==> src/rtl/univ_shift_reg.sv <==
// univ_shift_reg: WIDTH-bit universal shift register (hold/shr/shl/load) with serialisation counter.
// Define USR_ROTATE_EN to turn the shifts into rotates; the serial inputs are then ignored.
module univ_shift_reg #(
   parameter int WIDTH = 8,
   parameter logic [WIDTH-1:0] RESET_VAL = '0,
   localparam int CW = $clog2(WIDTH)
) (
   input  logic             clk,
   input  logic             rst,
   input  logic             en,
   input  logic [1:0]       mode,
   input  logic [WIDTH-1:0] d,
   input  logic             sin_msb,
   input  logic             sin_lsb,
   output logic [WIDTH-1:0] q,
   output logic             sout_lsb,
   output logic             sout_msb,
   output logic [CW-1:0]    shift_cnt,
   output logic             done
);
   logic [WIDTH-1:0] shr, shl;
   logic wrap;
`ifdef USR_ROTATE_EN
   assign shr = {q[0], q[WIDTH-1:1]};
   assign shl = {q[WIDTH-2:0], q[WIDTH-1]};
`else
   assign shr = {sin_msb, q[WIDTH-1:1]};
   assign shl = {q[WIDTH-2:0], sin_lsb};
`endif
   assign wrap = shift_cnt == CW'(WIDTH - 1);
   assign sout_lsb = q[0];
   assign sout_msb = q[WIDTH-1];
   always_ff @(posedge clk) begin
      if (rst) begin
         q <= RESET_VAL;
         shift_cnt <= '0;
         done <= 1'b0;
      end else if (!en || mode == 2'b00) begin
         done <= 1'b0;
      end else if (mode == 2'b11) begin
         q <= d;
         shift_cnt <= '0;
         done <= 1'b0;
      end else begin
         q <= mode[0] ? shr : shl;
         shift_cnt <= wrap ? '0 : shift_cnt + 1'b1;
         done <= wrap;
      end
   end
endmodule
==> config.mk <==
export PLATFORM = sky130hd
export DESIGN_NAME = univ_shift_reg
export DESIGN_NICKNAME = d
export VERILOG_FILES = /design/src/rtl/univ_shift_reg.sv
export SDC_FILE = /design/constraint.sdc
export NUM_CORES = 1
export LEC_CHECK = 0
export ABC_AREA = 0
export CAP_MARGIN = 20
export CORE_MARGIN = 2
export CORE_UTILIZATION = 42
export DETAILED_ROUTE_END_ITERATION = 6
export MAX_ROUTING_LAYER = met4
export PLACE_DENSITY = 0.82
export SYNTH_ARGS = -nofsm -noshare
export SYNTH_HDL_FRONTEND = slang
export SYNTH_SLANG_ARGS = --single-unit
==> constraint.sdc <==
create_clock -name clk -period 3 [get_ports clk]
set_clock_uncertainty 0.1 [all_clocks]
set_input_delay 0.3 -clock clk [delete_from_list [all_inputs] [get_ports clk]]
set_output_delay 0.3 -clock clk [all_outputs]
set_load 0.005 [all_outputs]
# Yosys cells after proc, flatten, opt, wreduce, memory -nomap -nowiden
# Index checks and enable logic that the tools add are counted.
[totals] register_bits=12 out_inout_bits=14
[op_classes] addsub=1 n_eq_ne=2 mux=4 reduce_logical=4
[ops] op="8-bit two-way mux" count=2
[ops] op="3-bit two-way mux" count=2
[ops] op="3-bit by 1-bit adder with 3-bit output (second input constant)" count=1
[ops] op="3-bit == test (second input constant)" count=1
[ops] op="3-bit OR reduction" count=1
[ops] op="2-bit == test (second input constant)" count=1
[ops] op="2-bit zero test" count=1
[ops] op="1-bit zero test" count=1
[ops] op="1-bit logical OR" count=1

# Logic depth before layout (Yosys ltp)
# Gate-level depths: netlist (run 1).
[depth] ltp_word=3 mapped_depth=4

# Worst setup path before layout (run 1)
# Ideal clock, no wire load.
[synth_path] kind="reg-to-reg" from="register shift_cnt[0]" to="register shift_cnt[2]" arrival_time_ps=988 required_ps=2772 setup_slack_ps=1784 path_stages_with_launch=5 n_path_buf=0 path_cell_list="dfxtp_1 > ha_1 > ha_1 > a32oi_1 > nor2_1"
[synth_between] elab_chain_len=3
[synth_rtl] item="from (decl)" line="18" rtl="output logic [CW-1:0] shift_cnt,"
[synth_rtl] item="from (signal assigned)" line="46" rtl="shift_cnt <= wrap ? '0 : shift_cnt + 1'b1;"
[synth_rtl] item="3-bit by 1-bit adder with 3-bit output or 3-bit == test (tied branches)" line="46, 30"
[synth_rtl] item="3-bit two-way mux *" line="46"
[synth_rtl] item="3-bit two-way mux *" line="40" rtl="end else if (mode == 2'b11) begin"
# Mark *: on every way between the ends. The rest lies on a longest branch, timed or not.
# A chain may end at the register's enable or synchronous reset.

# Worst setup path after layout (run 1)
[layout_path] from="input mode[1]" to="register q[6]"
[layout_between] elab_chain_len=2
[layout_rtl] item="from (decl)" line="11" rtl="input logic [1:0] mode,"
[layout_rtl] item="2-bit == test or 2-bit zero test (tied branches)" line="40, 38"
[layout_rtl] item="8-bit two-way mux or 1-bit logical OR (tied branches)" line="40, 38"
[layout_rtl] item="to (signal assigned)" line="45" rtl="q <= mode[0] ? shr : shl;"
[layout_rtl] item="to (decl)" line="15" rtl="output logic [WIDTH-1:0] q,"
# Parallel ways exist; a longest one is shown, timed or not.

==> key figures, run 1 <==
Clocking
  • Clock-pin slew of the registers on the worst-case setup and hold paths: approximately 0.080 ns
  • Clk buf depth: 2
  • CTS tree: done
  • Clock root cell: clkbuf_4
  • CTS resizes: 0
  • Post-CTS setup repair buffer count: 0
  • H-tree Lvls: 1
  • Clk sinks: 12
  • Worst skew pair latency: 0.27 ns
  • Hold buffers post-CTS: 0
  • TritonCTS Buffers: 3

Drt
  • Detail Route Antenna Nets: 0
  • Vias per cell: between 5 and 6
  • Detailed Routing Iterations Pass 1: 4
  • Post-route DRC: 0
  • Wire length per cell: 14.1 um
  • Iteration-0 DRC Markers: 12
  • Vias post-DR: 614
  • Final WL: 1.50 mm

Synth
  • Count of cell types in the netlist: 21
  • Synthesized cell area: 616 um2
  • Area leader, netlist: dfxtp_1
  • Dominant cells by area after synthesis: dfxtp_1, mux2_2, o22ai_1, nor3_1, nor2_1
  • Post-synthesis cell count: 64
  • Syn Nets: 81
  • Top cell type's share of synthesized area: 39.0%
  • Ys Warns: 0
  • Yosys reg bits: 12
  • Seq/Total Area, Yosys: 39.0%
  • Synth Area per Inst: 9.62 um2

STA
  • Fmax achieved: 585 MHz
  • Worst-Margin Slew: 0.566 ns
  • Slew HR: between 60% and 70%
  • Tmin final: 1.71 ns
  • Final setup violation count: 0
  • Final hold slack: 0.430 ns
  • Crit share post-route: 57.0%
  • Fin. Hold Viols: 0
  • Unrepaired setup endpoints after global routing: false
  • Max-slew violation count: 0
  • Sum Neg Setup Slack: 0 ns

Cells and area
  • Area Overhead vs Synth: 48.8%
  • Layout cells sized above 1: 16.5%
  • Final net count: 109
  • Finished Cell Area: a little over 900 um2
  • Filler cell count: roughly 120
  • Ant diodes: 0

GRT
  • Vias in the first global route: between 600 and 700
  • Final global-route overflow total: 0
  • Initial antenna violation count: 0
  • Gr usage total: 18.0%
  • Largest net degree at the start of global routing: 14
  • First-pass GRT wire length: 2.41 mm

Floorplan
  • Chip width: 42.3 um
  • I/O Pins: 29
  • Die area: ~0.0018 mm2
  • Effective utilization at floorplan: between 40% and 50%
  • Core area: 0.00133 mm2
  • Die height: 42.3 um
  • Cell Rows: 13

Power and ir drop
  • Power per cell area: between 400 and 500 mW/mm2
  • Peak supply drop: 0.244 mV
  • Pleak: 0.000353 uW

Setup path
  • Worst endpoint required time: roughly 3.0 ns
  • WP data arrival: 1.75 ns
  • Worst setup EP type: flip-flop
  • Crit-path cells: clkdlybuf4s50_1, mux2_2, o22ai_1, nor3_1
  • Largest stage delay on the critical path: between 0.8 and 0.9 ns
  • CP max FO: 13
  • Worst setup SP type: input port
  • Crit path kind: input port to flip-flop
  • Worst path slowest cell: clkdlybuf4s50_1

Placement
  • Routability cong.: 0.706
  • Dpl cell area: 880 um2
  • Number of I/O port buffers: 28
  • HPWL Detailed: 1.16 mm

Flow run
  • Max-Cap Viols: 0

Run status
  • Outcome: completed

Min path
  • Hold Path Class: flip-flop to flip-flop
-- sequential cells by signal, summed over array words and instances, names as in the netlist --
signal,count
done,1
q,8
shift_cnt,3
-- power breakdown --
part / leakage [uW] / switching (uW) / internal, uW
clock network: 0.0000210 / 52.3 / 73.6
registers: 0.0000987 / 10.4 / 170
logic: 0.000233 / 33.9 / 57.1
-- synthesized netlist by cell type --
library cell  count
buf_4             2
o41ai_2           1
nand2_1           2
xor2_2            1
a32oi_1           2
nand3b_2          1
buf_2             1
nand3b_1          1
dfxtp_1          12
o21ai_0           1
and2b_1           1
ha_1              2
nor3_1            8
a211oi_1          1
o21a_2            1
nor2_1            9
mux2_2            7
nor3b_1           1
o22ai_1           8
clkbuf_1          1
buf_6             1
-- metal layers --
| metal | track usage [%] | up-vias | part of all wire [%] |
|---|---|---|---|
| li1 | - | 293 | - |
| met1 | 19.4 | 291 | 39 |
| met2 | 33.2 | 30 | 54 |
| met3 | 3.88 | 0 | 7.4 |
| met4 | 4.38 | 0 | 0 |
| met5 | - | - | 0 |
-- worst max-delay path: cells and delay by family --
kind	cells	cell delay [ns]
compound gates	1	0.16
buf+inv	1	0.83
mux	1	0.41
simple gates	1	0.06
-- stage by stage --
step                setup WS (ns)  power, uW  std cells  utilization, %
floorplan                    1.78        227         64               -
global placement             1.07        272        102            65.9
detailed placement           1.02        275        102            65.9
CTS                          1.32        402        106            68.7
global route                 1.22        417        106            68.7
finish                       1.29        397        106            68.7
-- cell type report --
| cell class | instances | area [um2] | share of cell area (%) |
|---|---|---|---|
| Sequential cell | 12 | 240 | 26.2 |
| Clock buffer | 4 | 36.3 | 3.96 |
| Tap cell | 15 | 18.8 | 2.05 |
| Multi-Input combinational cell | 47 | 340 | 37.2 |
| Timing Repair Buffer | 28 | 280 | 30.6 |
-- worst paths after layout --
| kind | start | endpoint | slack (ns) | depth (start not counted) |
|---|---|---|---|---|
| worst min register to register | shift_cnt[2]$_SDFFE_PP0N_ | shift_cnt[2]$_SDFFE_PP0N_ | 0.43 | 2 |
| worst max register to register | shift_cnt[0]$_SDFFE_PP0N_ | shift_cnt[2]$_SDFFE_PP0N_ | 1.72 | 4 |
| worst min-delay path | shift_cnt[2]$_SDFFE_PP0N_ | shift_cnt[2]$_SDFFE_PP0N_ | 0.43 | 2 |
| worst max-delay path | mode[1] | q[6]$_SDFFE_PP0N_ | 1.29 | 4 |
-- logic make-up (layout without fill, tap and decap cells) --
logic type	count (synthesis)	in the layout	share of synthesized area (%)
fa+ha+maj	2	2	4.06
buf+inv	5	32	5.69
xor+xnor	1	1	2.64
mux	7	7	12.8
compound gates	14	14	17.1
simple gates	23	23	18.7
flops	12	12	39.0
-- cells in the final DEF, fill, tap and decap left out, drive strengths merged --
master          n
clkdlybuf4s50  28
dfxtp          12
nor2            9
o22ai           8
nor3            8
mux2            7
clkbuf          4
nand2           2
a32oi           2
ha              2
nand3b          2
o21a            1
xor2            1
o21ai           1
nor3b           1
and2b           1
a211oi          1
o41ai           1
Note: power is estimated with default switching activity, not from simulation.
==> run 2: changes to the inputs <==
--- a/config.mk
+++ b/config.mk
@@ -8,10 +8,10 @@
 export ABC_AREA = 0
 export CAP_MARGIN = 20
 export CORE_MARGIN = 2
-export CORE_UTILIZATION = 42
+export CORE_UTILIZATION = 39
 export DETAILED_ROUTE_END_ITERATION = 6
 export MAX_ROUTING_LAYER = met4
-export PLACE_DENSITY = 0.82
+export PLACE_DENSITY = 0.77
 export SYNTH_ARGS = -nofsm -noshare
 export SYNTH_HDL_FRONTEND = slang
 export SYNTH_SLANG_ARGS = --single-unit
==> constraint.sdc (replaced) <==
create_clock -name clk -period 1.6 [get_ports clk]
set_clock_uncertainty 0.1 [all_clocks]
set_input_delay 0.16 -clock clk [delete_from_list [all_inputs] [get_ports clk]]
set_output_delay 0.16 -clock clk [all_outputs]
set_load 0.005 [all_outputs]
==> key figures, run 2 (same netlist as run 1, synthesis figures left out) <==
Cells and area
  • Finished Layout Cells: around 110
  • Commonest non-fill, non-tap cell in the layout: clkdlybuf4s50_1
  • Final core utilization: a little over three fifths
  • Biggest regs: q: 8 flops, shift_cnt: 3 flops, done: 1 flops
  • Commonest cells after routing, fill and taps aside: clkdlybuf4s50_1, dfxtp_1, nor2_1
  • Ant diodes: 0
  • Most flop-heavy register: q
  • Layout cells sized above 1: 18.3%
  • Final net count: 112
  • Area Overhead vs Synth: 52.4%
  • Number of flip-flops in the largest register: 8

Floorplan
  • Die height: 43.7 um
  • Cell Rows: 14
  • Chip width: ~44 um
  • Effective utilization at floorplan: 41.3%
  • Core area: 0.00149 mm2
  • I/O Pins: 29
  • Die area: 0.00191 mm2

Clocking
  • Clock-pin slew of the registers on the worst-case setup and hold paths: around 0.070 ns
  • Post-CTS setup repair buffer count: 0
  • Hold buffers post-CTS: 0
  • CTS tree: done
  • H-tree Lvls: 1
  • Clk sinks: 12
  • TritonCTS Buffers: 3
  • CTS resizes: 0
  • Worst skew pair latency: ~0.27 ns
  • Clock root cell: clkbuf_4
  • Clk buf depth: 2

Power and ir drop
  • Psw: 183 uW
  • Comb power frac: 25.4%
  • Switching Fraction: a little over a quarter
  • Clock power share: 26.6%
  • Power Total: ~700 uW
  • Power per cell area: 749 mW/mm2
  • Pleak: ~0.00036 uW
  • Power Internal: around 520 uW
  • Peak supply drop: 0.540 mV
  • Flop pwr share: 48.0%

Drt
  • Wire length per cell: 13.6 um
  • Post-route DRC: 0
  • Detailed Routing Iterations Pass 1: 4
  • Final WL: approximately 1.5 mm
  • Vias post-DR: 593
  • Vias per cell: 5.44
  • Iteration-0 DRC Markers: 6
  • Detail Route Antenna Nets: 0

GRT
  • First-pass GRT wire length: around 2.3 mm
  • Gr usage total: 16.5%
  • Largest net degree at the start of global routing: 14
  • Initial antenna violation count: 0
  • Final global-route overflow total: 0
  • Vias in the first global route: 549

Placement
  • HPWL Detailed: 1.13 mm
  • Inst Count DP: 106
  • Number of I/O port buffers: 28
  • Dpl ws: -0.0178 ns
  • Routability cong.: 0.741

Setup path
  • Buffers and inverters on the worst path: 1
  • CP max FO: 4
  • Crit path kind: flip-flop to output pin
  • Largest stage delay on the critical path: around 0.52 ns
  • Crit-path cells: clkdlybuf4s50_1
  • Worst setup EP type: output pin
  • Cell family with most CP delay: buffers and inverters
  • Worst setup SP type: flip-flop
  • Worst path slowest cell: clkdlybuf4s50_1
  • Worst endpoint required time: 1.34 ns
  • WP data arrival: roughly 1.2 ns

STA
  • Final WS setup: 0.155 ns
  • Crit share post-route: approximately nine tenths
  • Tmin final: 1.45 ns
  • Max-slew violation count: 0
  • Worst-Margin Slew: about 0.34 ns
  • Slew HR: between 70% and 80%
  • Fmax achieved: 692 MHz
  • Sum Neg Setup Slack: 0 ns
  • Final setup violation count: 0
  • Unrepaired setup endpoints after global routing: false
  • Fin. Hold Viols: 0

Min path
  • Hold Path Class: input port to flip-flop

Flow run
  • Max-Cap Viols: 0

Run status
  • Outcome: completed
run 2: changes by cell type in the layout (fill, tap and decap cells not counted):
cell and delta:
buf_12 +1, clkbuf_8 -1, buf_4 +2
run 2: layout make-up:
class	instances	area (um2)
multi-input cells	47	340
well taps	16	20.0
flip-flops and latches	12	240
clock buffers	3	22.5
repair buffers	31	315
fillers	124	551
run 2: power groups by stage:
stage	sequential [uW]	clock, uW	combinational (uW)
final	338	187	179
after CTS	338	192	180
after floorplan	343	0	83.0
after global routing	340	197	192
after global placement	344	0	176
after detailed placement	345	0	179
run 2: metrics by stage:
stage	cell area, um2	hold slack [ns]
after global routing	938	0.446
after floorplan	616	0.136
after detailed placement	916	0.414
after global placement	916	0.410
final	938	0.422
after CTS	938	0.429
run 2: final timing paths:
kind	startpoint	end	slack, ns	cells after the start
setup reg to reg	shift_cnt[0]$_SDFFE_PP0N_	shift_cnt[2]$_SDFFE_PP0N_	0.34	4
hold reg to reg	shift_cnt[0]$_SDFFE_PP0N_	shift_cnt[0]$_SDFFE_PP0N_	0.43	1
setup / recovery	q[0]$_SDFFE_PP0N_	sout_lsb	0.15	1
hold / removal	sin_lsb	q[0]$_SDFFE_PP0N_	0.42	3
run 2: worst min-delay path: stages:
cell	delay, ns
clkdlybuf4s50_1	0.41
o22ai_1	0.12
nor3_1	0.06
run 2: per-layer routing:
layer  global-route usage (%)  routed length [um]
met3                     2.50                  64
met5                        -                   0
met4                     7.27                  31
met2                     28.5                 740
met1                     18.5                 647
